===== config.mk =====
export PLATFORM = sky130hd
export DESIGN_NAME = action_dispatcher
export DESIGN_NICKNAME = d
export VERILOG_FILES = /design/src/rtl/action_dispatcher.sv
export SDC_FILE = /design/constraint.sdc
export NUM_CORES = 1
export LEC_CHECK = 0
export CAP_MARGIN = 20
export CORE_UTILIZATION = 29
export CTS_CLUSTER_DIAMETER = 200
export DETAILED_ROUTE_END_ITERATION = 6
export GPL_TIMING_DRIVEN = 0
export SKIP_LAST_GASP = 1
export SYNTH_ARGS = -nofsm -noshare
export SYNTH_HDL_FRONTEND = slang
export SYNTH_SLANG_ARGS = --single-unit

===== constraint.sdc =====
create_clock -name clk -period 4.25 [get_ports clk]
set_input_delay 0.6375 -clock clk [delete_from_list [all_inputs] [get_ports clk]]
set_output_delay 0.6375 -clock clk [all_outputs]
set_load 0.01 [all_outputs]

===== src/rtl/action_dispatcher.sv =====
// action_dispatcher
//   Turns click/move codes from a pointing source into cursor updates and
//   board-operation requests (reveal / flag toggle), one code at a time.
//   Each consumed code gets a single-cycle ACK. A code that is held is only
//   dispatched once: after the ACK the block waits for Action=000.
//
// Ports
//   clk         in   single clock, rising edge
//   clear_n     in   asynchronous active-low reset
//   Action      in   3  click code (000 none, 001 click, 010 double, 011 rsvd,
//                      100 U, 101 R, 110 D, 111 L)
//   ACK         out  1  code consumed (one-cycle pulse)
//   cursor_row  out  4  cursor row, 0..ROWS-1
//   cursor_col  out  4  cursor column, 0..COLS-1
//   req_valid   out  1  board request pending
//   req_op      out  2  01 reveal, 10 flag toggle, 00 when idle
//   req_row     out  4  request row
//   req_col     out  4  request column
//   req_ready   in   1  board accepts request when req_valid & req_ready
//   busy        out  1  high in every state except IDLE
//
// Build option
//   CURSOR_WRAP_EN  defined: cursor wraps around board edges;
//                   undefined: cursor saturates at the edges.
//
// state    | meaning
// IDLE     | waiting for a code
// ISSUE    | board request presented, waiting for req_ready
// ACKP     | ACK pulse
// WAIT_CLR | waiting for Action=000 so a held code is not re-dispatched
module action_dispatcher #(
  parameter int ROWS = 10,
  parameter int COLS = 10
) (
  input  logic       clk,
  input  logic       clear_n,
  input  logic [2:0] Action,
  output logic       ACK,
  output logic [3:0] cursor_row,
  output logic [3:0] cursor_col,
  output logic       req_valid,
  output logic [1:0] req_op,
  output logic [3:0] req_row,
  output logic [3:0] req_col,
  input  logic       req_ready,
  output logic       busy
);

  typedef enum logic [1:0] {IDLE, ISSUE, ACKP, WAIT_CLR} state_t;

  localparam logic [2:0] A_NONE  = 3'b000;
  localparam logic [2:0] A_CLICK = 3'b001;
  localparam logic [2:0] A_DBL   = 3'b010;
  localparam logic [2:0] A_RSVD  = 3'b011;
  localparam logic [2:0] A_U     = 3'b100;
  localparam logic [2:0] A_R     = 3'b101;
  localparam logic [2:0] A_D     = 3'b110;
  localparam logic [2:0] A_L     = 3'b111;

  localparam logic [3:0] ROW_MAX = 4'(ROWS - 1);
  localparam logic [3:0] COL_MAX = 4'(COLS - 1);

  // Value the cursor takes when a move would leave the board.
`ifdef CURSOR_WRAP_EN
  localparam logic [3:0] ROW_BELOW_0   = ROW_MAX;
  localparam logic [3:0] ROW_ABOVE_MAX = 4'd0;
  localparam logic [3:0] COL_BELOW_0   = COL_MAX;
  localparam logic [3:0] COL_ABOVE_MAX = 4'd0;
`else
  localparam logic [3:0] ROW_BELOW_0   = 4'd0;
  localparam logic [3:0] ROW_ABOVE_MAX = ROW_MAX;
  localparam logic [3:0] COL_BELOW_0   = 4'd0;
  localparam logic [3:0] COL_ABOVE_MAX = COL_MAX;
`endif

  state_t     state_q, state_d;
  logic [3:0] row_q, row_d;
  logic [3:0] col_q, col_d;
  logic [3:0] req_row_q, req_row_d;
  logic [3:0] req_col_q, req_col_d;
  logic [1:0] req_op_q, req_op_d;

  always_ff @(posedge clk or negedge clear_n) begin
    if (!clear_n) begin
      state_q   <= IDLE;
      row_q     <= 4'd0;
      col_q     <= 4'd0;
      req_row_q <= 4'd0;
      req_col_q <= 4'd0;
      req_op_q  <= 2'b00;
    end else begin
      state_q   <= state_d;
      row_q     <= row_d;
      col_q     <= col_d;
      req_row_q <= req_row_d;
      req_col_q <= req_col_d;
      req_op_q  <= req_op_d;
    end
  end

  always_comb begin
    state_d   = state_q;
    row_d     = row_q;
    col_d     = col_q;
    req_row_d = req_row_q;
    req_col_d = req_col_q;
    req_op_d  = req_op_q;
    case (state_q)
      IDLE: begin
        case (Action)
          A_U: begin
            row_d   = (row_q == 4'd0) ? ROW_BELOW_0 : row_q - 4'd1;
            state_d = ACKP;
          end
          A_D: begin
            row_d   = (row_q >= ROW_MAX) ? ROW_ABOVE_MAX : row_q + 4'd1;
            state_d = ACKP;
          end
          A_L: begin
            col_d   = (col_q == 4'd0) ? COL_BELOW_0 : col_q - 4'd1;
            state_d = ACKP;
          end
          A_R: begin
            col_d   = (col_q >= COL_MAX) ? COL_ABOVE_MAX : col_q + 4'd1;
            state_d = ACKP;
          end
          A_CLICK, A_DBL: begin
            req_row_d = row_q;
            req_col_d = col_q;
            req_op_d  = (Action == A_CLICK) ? 2'b01 : 2'b10;
            state_d   = ISSUE;
          end
          A_RSVD:  state_d = ACKP;
          A_NONE:  state_d = IDLE;
          default: state_d = IDLE;
        endcase
      end
      ISSUE: begin
        if (req_ready) begin
          req_op_d = 2'b00;
          state_d  = ACKP;
        end
      end
      ACKP:     state_d = WAIT_CLR;
      WAIT_CLR: if (Action == A_NONE) state_d = IDLE;
      default:  state_d = IDLE;
    endcase
  end

  assign ACK        = (state_q == ACKP);
  assign req_valid  = (state_q == ISSUE);
  assign busy       = (state_q != IDLE);
  assign req_op     = req_op_q;
  assign req_row    = req_row_q;
  assign req_col    = req_col_q;
  assign cursor_row = row_q;
  assign cursor_col = col_q;

endmodule


==> results_dict.tcl, run 1 <==
set metrics [dict create \
    critical_path.max_fanout 7 \
    hold_depth 2 \
    synth_area_leaders "dfrtp_1, ha_1, o21ai_0, mux2_2, a211oi_1" \
    clk_pin_slew_worst_paths_ns 0.07 \
    cts_inserted_buffers 3 \
    drt_pass1_iterations 4 \
    placed_cells 205 \
    worstReg2RegStart "cursor_col[0]$_DFFE_PN0P_" \
    run_status "complete, no violations" \
    wire_per_inst_um 14.5 \
    critical_path.max_stage_delay_ns 0.55 \
    setup_tns_ns 0 \
    ant_nets 0 \
    core_area_mm2 0.00412 \
    crit_chain "inv_1, ha_1, inv_1, clkdlybuf4s50_1" \
    synthArstFlopShare_pct 100 \
    ys_types 37 \
    postCtsSetupRepairBufs 0 \
    r2r-end "cursor_col[2]$_DFFE_PN0P_" \
    vias 1104 \
    nets 177 \
    finalNonFillerCells 209 \
    antenna_found_initial 0 \
    grt_pass1_wl_mm 4.97 \
    wl_met2_mm 1.51 \
    grt_max_degree 21 \
    track_usage_pct 14.2 \
    syn_to_final_growth_pct 28.1 \
    crit_path_start_kind "flop" \
    cts_buffer_depth 2 \
    layout-drive-gt1-share_pct 11.3 \
    cts_resized 0 \
    cts_tree "done" \
    port_buffers 24 \
    worstSkewPairLatency_ns 0.26 \
    route.detailed.drc 0 \
    critPathCaptureType "output port" \
    grt_overflow 0 \
    first_global_vias 1065 \
    min_to "req_row[0]$_DFFE_PN0P_" \
    synth_ff_type "dfrtp_1" \
    fmax_ghz 0.425 \
    yosysTopAreaCellShare_pct 39.3 \
    synth_largest_area_cell "dfrtp_1" \
    ys_warn_count 0 \
    skew_ns 0.00528 \
    rr_worst_depth 6 \
    hp-class "reg2reg" \
    io_pins 27 \
    power_density_mw_per_mm2 714 \
    slowest_stage "clkdlybuf4s50_1" \
    first_iter_violations 79 \
    path_class "reg2out" \
    start_util_pct 31.0 \
    cap_violations 0 \
    final_area_mm2 0.00163 \
    place.gp.congestion 0.841 \
    synth-edff-count 0 \
    fp.dieW_um 68.3 \
    num_antenna_cells 0 \
    whs_ns 0.486 \
    slew_viol_final 0 \
    ctsHoldBuffers 0 \
    crit_arrival_ns 1.72 \
    place_area_mm2 0.00158 \
    fillers 401 \
    routed_wirelength_mm 3.04 \
    netlist_area_mm2 0.00127 \
    hold_start "req_row[0]$_DFFE_PN0P_" \
    vias_per_cell 5.28 \
    fin_crit_ns 2.35 \
    rows 23 \
    cts.sinks 20 \
    die_y_um 68.3 \
    yosysSeqAreaShare_pct 39.3 \
    tightest_slew_ns 0.895 \
    cp_data_required_time_ns 3.61 \
    ir_drop_v 0.000287 \
    h-tree-depth 1 \
    hold_viol 0 \
    top_layer_used "met4" \
    finalSetupViolCount 0 \
    cpMostUsedCell "inv_1" \
    die_area_mm2 0.00466 \
    r2r_slack_ns 2.24 \
    ys_ff_latch 20 \
    syn-num-nets 148 \
    period_share_pct 55.4 \
    synth_most_common_cell "dfrtp_1" \
    power.leakage_nw 0.722 \
    fin_util_pct 39.6 \
    wl_met3_um 113 \
    cts-root-buf "clkbuf_8" \
    rsz0062_at_grt "no" \
    syn_area_per_cell_um2 9.72 \
    netlist_top_cells_count "dfrtp_1, ha_1, inv_1, o21ai_0" \
    max-slew-margin-rel_pct 40.2 \
    met1_length_mm 1.39 \
    netlist_instances 131 \
    place_hpwl_mm 2.22 \
]
## power by group
part	total, mW	switching, mW	internal [mW]
combinational	0.641	0.303	0.338
clock	0.148	0.0650	0.0825
sequential	0.376	0.0989	0.277
total	1.16	0.467	0.698
## worst max-delay path by stage
stage                     cells past startpoint                 startpoint                         to
final                                         4     state_q[0]$_DFFE_PN0P_                       busy
after global routing                          4     state_q[0]$_DFFE_PN0P_                       busy
after detailed placement                      7                  Action[1]      req_op[0]$_DFFE_PN0P_
after floorplan                               6  cursor_col[0]$_DFFE_PN0P_  cursor_col[2]$_DFFE_PN0P_
after global placement                        7                  Action[1]      req_op[0]$_DFFE_PN0P_
after CTS                                     4     state_q[0]$_DFFE_PN0P_                       busy
## layout make-up
class / instances / area [um2] / share of cell area (%)
buffer: 7 / 56.3 / 3.45
multi-input combinational: 94 / 679 / 41.6
sequential: 20 / 500 / 30.7
tap: 50 / 62.6 / 3.83
inverter: 10 / 37.5 / 2.30
timing repair buffer: 24 / 240 / 14.7
clock buffer: 4 / 55.1 / 3.37
## kinds of logic (layout without fill, tap and decap cells)
group / after synthesis / count (layout) / synth area share [%]
AO/OA/AOI/OAI: 42 / 42 / 22.9
buffers and inverters: 17 / 45 / 7.37
AND/OR/NAND/NOR: 36 / 36 / 15.4
flip-flops: 20 / 20 / 39.3
adder cells (fa/ha/maj): 11 / 11 / 10.8
multiplexers: 4 / 4 / 3.54
XOR/XNOR: 1 / 1 / 0.688
## placed cells by master (no fill, tap or decap), types with 2 or more instances in the layout
cell type	Yosys	routed
a211oi_1	5	5
o2bb2ai_1	2	2
inv_1	10	10
a21oi_1	5	5
and3_1	2	2
nand3_1	5	5
buf_6	2	2
or3b_2	3	3
a21oi_2	2	2
clkdlybuf4s50_1	0	24
a22o_1	2	2
a21o_1	3	3
o21ai_0	10	10
ha_1	11	11
dfrtp_1	20	20
nor2_1	8	8
a31oi_1	2	2
nand2b_1	3	3
o31ai_1	3	3
a32oi_1	2	2
nand3b_1	2	2
clkbuf_1	3	3
clkbuf_8	0	4
nand2_1	8	8
mux2_2	4	4
## worst max-delay path: cells and delay by family, from the launching register on
family                   cells  cell delay, ns
adder cells (fa/ha/maj)      1            0.28
buffers and inverters        3            0.78
flip-flops                   1            0.40
## stage by stage
stage	worst slack (ns)	total power, mW
final	1.90	1.16
after global routing	1.77	1.26
after CTS	1.87	1.17
after detailed placement	1.96	1.02
after global placement	1.98	0.990
after floorplan	2.47	0.734
## routing by layer
layer | track usage, % | vias to the layer above
met2 | 24.0 | 30
li1 | - | 530
met4 | 2.86 | 0
met3 | 3.50 | 5
met1 | 18.3 | 539
met5 | 0 | -
## sequential cells by signal (all words and copies together), names as in the netlist
| signal | cells |
|---|---|
| cursor_col | 4 |
| cursor_row | 4 |
| req_col | 4 |
| req_op | 2 |
| req_row | 4 |
| state_q | 2 |
No activity file was read; power rests on OpenSTA's default activity.
==> run 2, diff against run 1 <==
==> constraint.sdc (replaced) <==
create_clock -name clk -period 2.4 [get_ports clk]
set_input_delay 0.36 -clock clk [delete_from_list [all_inputs] [get_ports clk]]
set_output_delay 0.36 -clock clk [all_outputs]
set_load 0.01 [all_outputs]
==> results of run 2 <==
The final DEF is identical to that of run 1. Status: complete, no violations.
Main changes from that run: setup slack after placement 1.96 ns -> 0.384 ns; setup slack after layout 1.90 ns -> 0.323 ns; register-to-register setup slack 2.24 ns -> 0.39 ns; total power 1.16 mW -> 2.06 mW; worst IR drop on VDD 0.000287 V -> 0.000508 V
==> run 3, diff against run 2 <==
--- a/config.mk
+++ b/config.mk
@@ -5,7 +5,7 @@
 export SDC_FILE = /design/constraint.sdc
 export NUM_CORES = 1
 export LEC_CHECK = 0
-export CAP_MARGIN = 20
+export CAP_MARGIN = 25
 export CORE_UTILIZATION = 29
 export CTS_CLUSTER_DIAMETER = 200
 export DETAILED_ROUTE_END_ITERATION = 6
==> results of run 3 <==
The final DEF is identical to that of run 1. Status: complete, no violations.
Main changes from that run: setup slack after placement 1.96 ns -> 0.384 ns; setup slack after layout 1.90 ns -> 0.323 ns; register-to-register setup slack 2.24 ns -> 0.39 ns; total power 1.16 mW -> 2.06 mW; worst IR drop on VDD 0.000287 V -> 0.000508 V
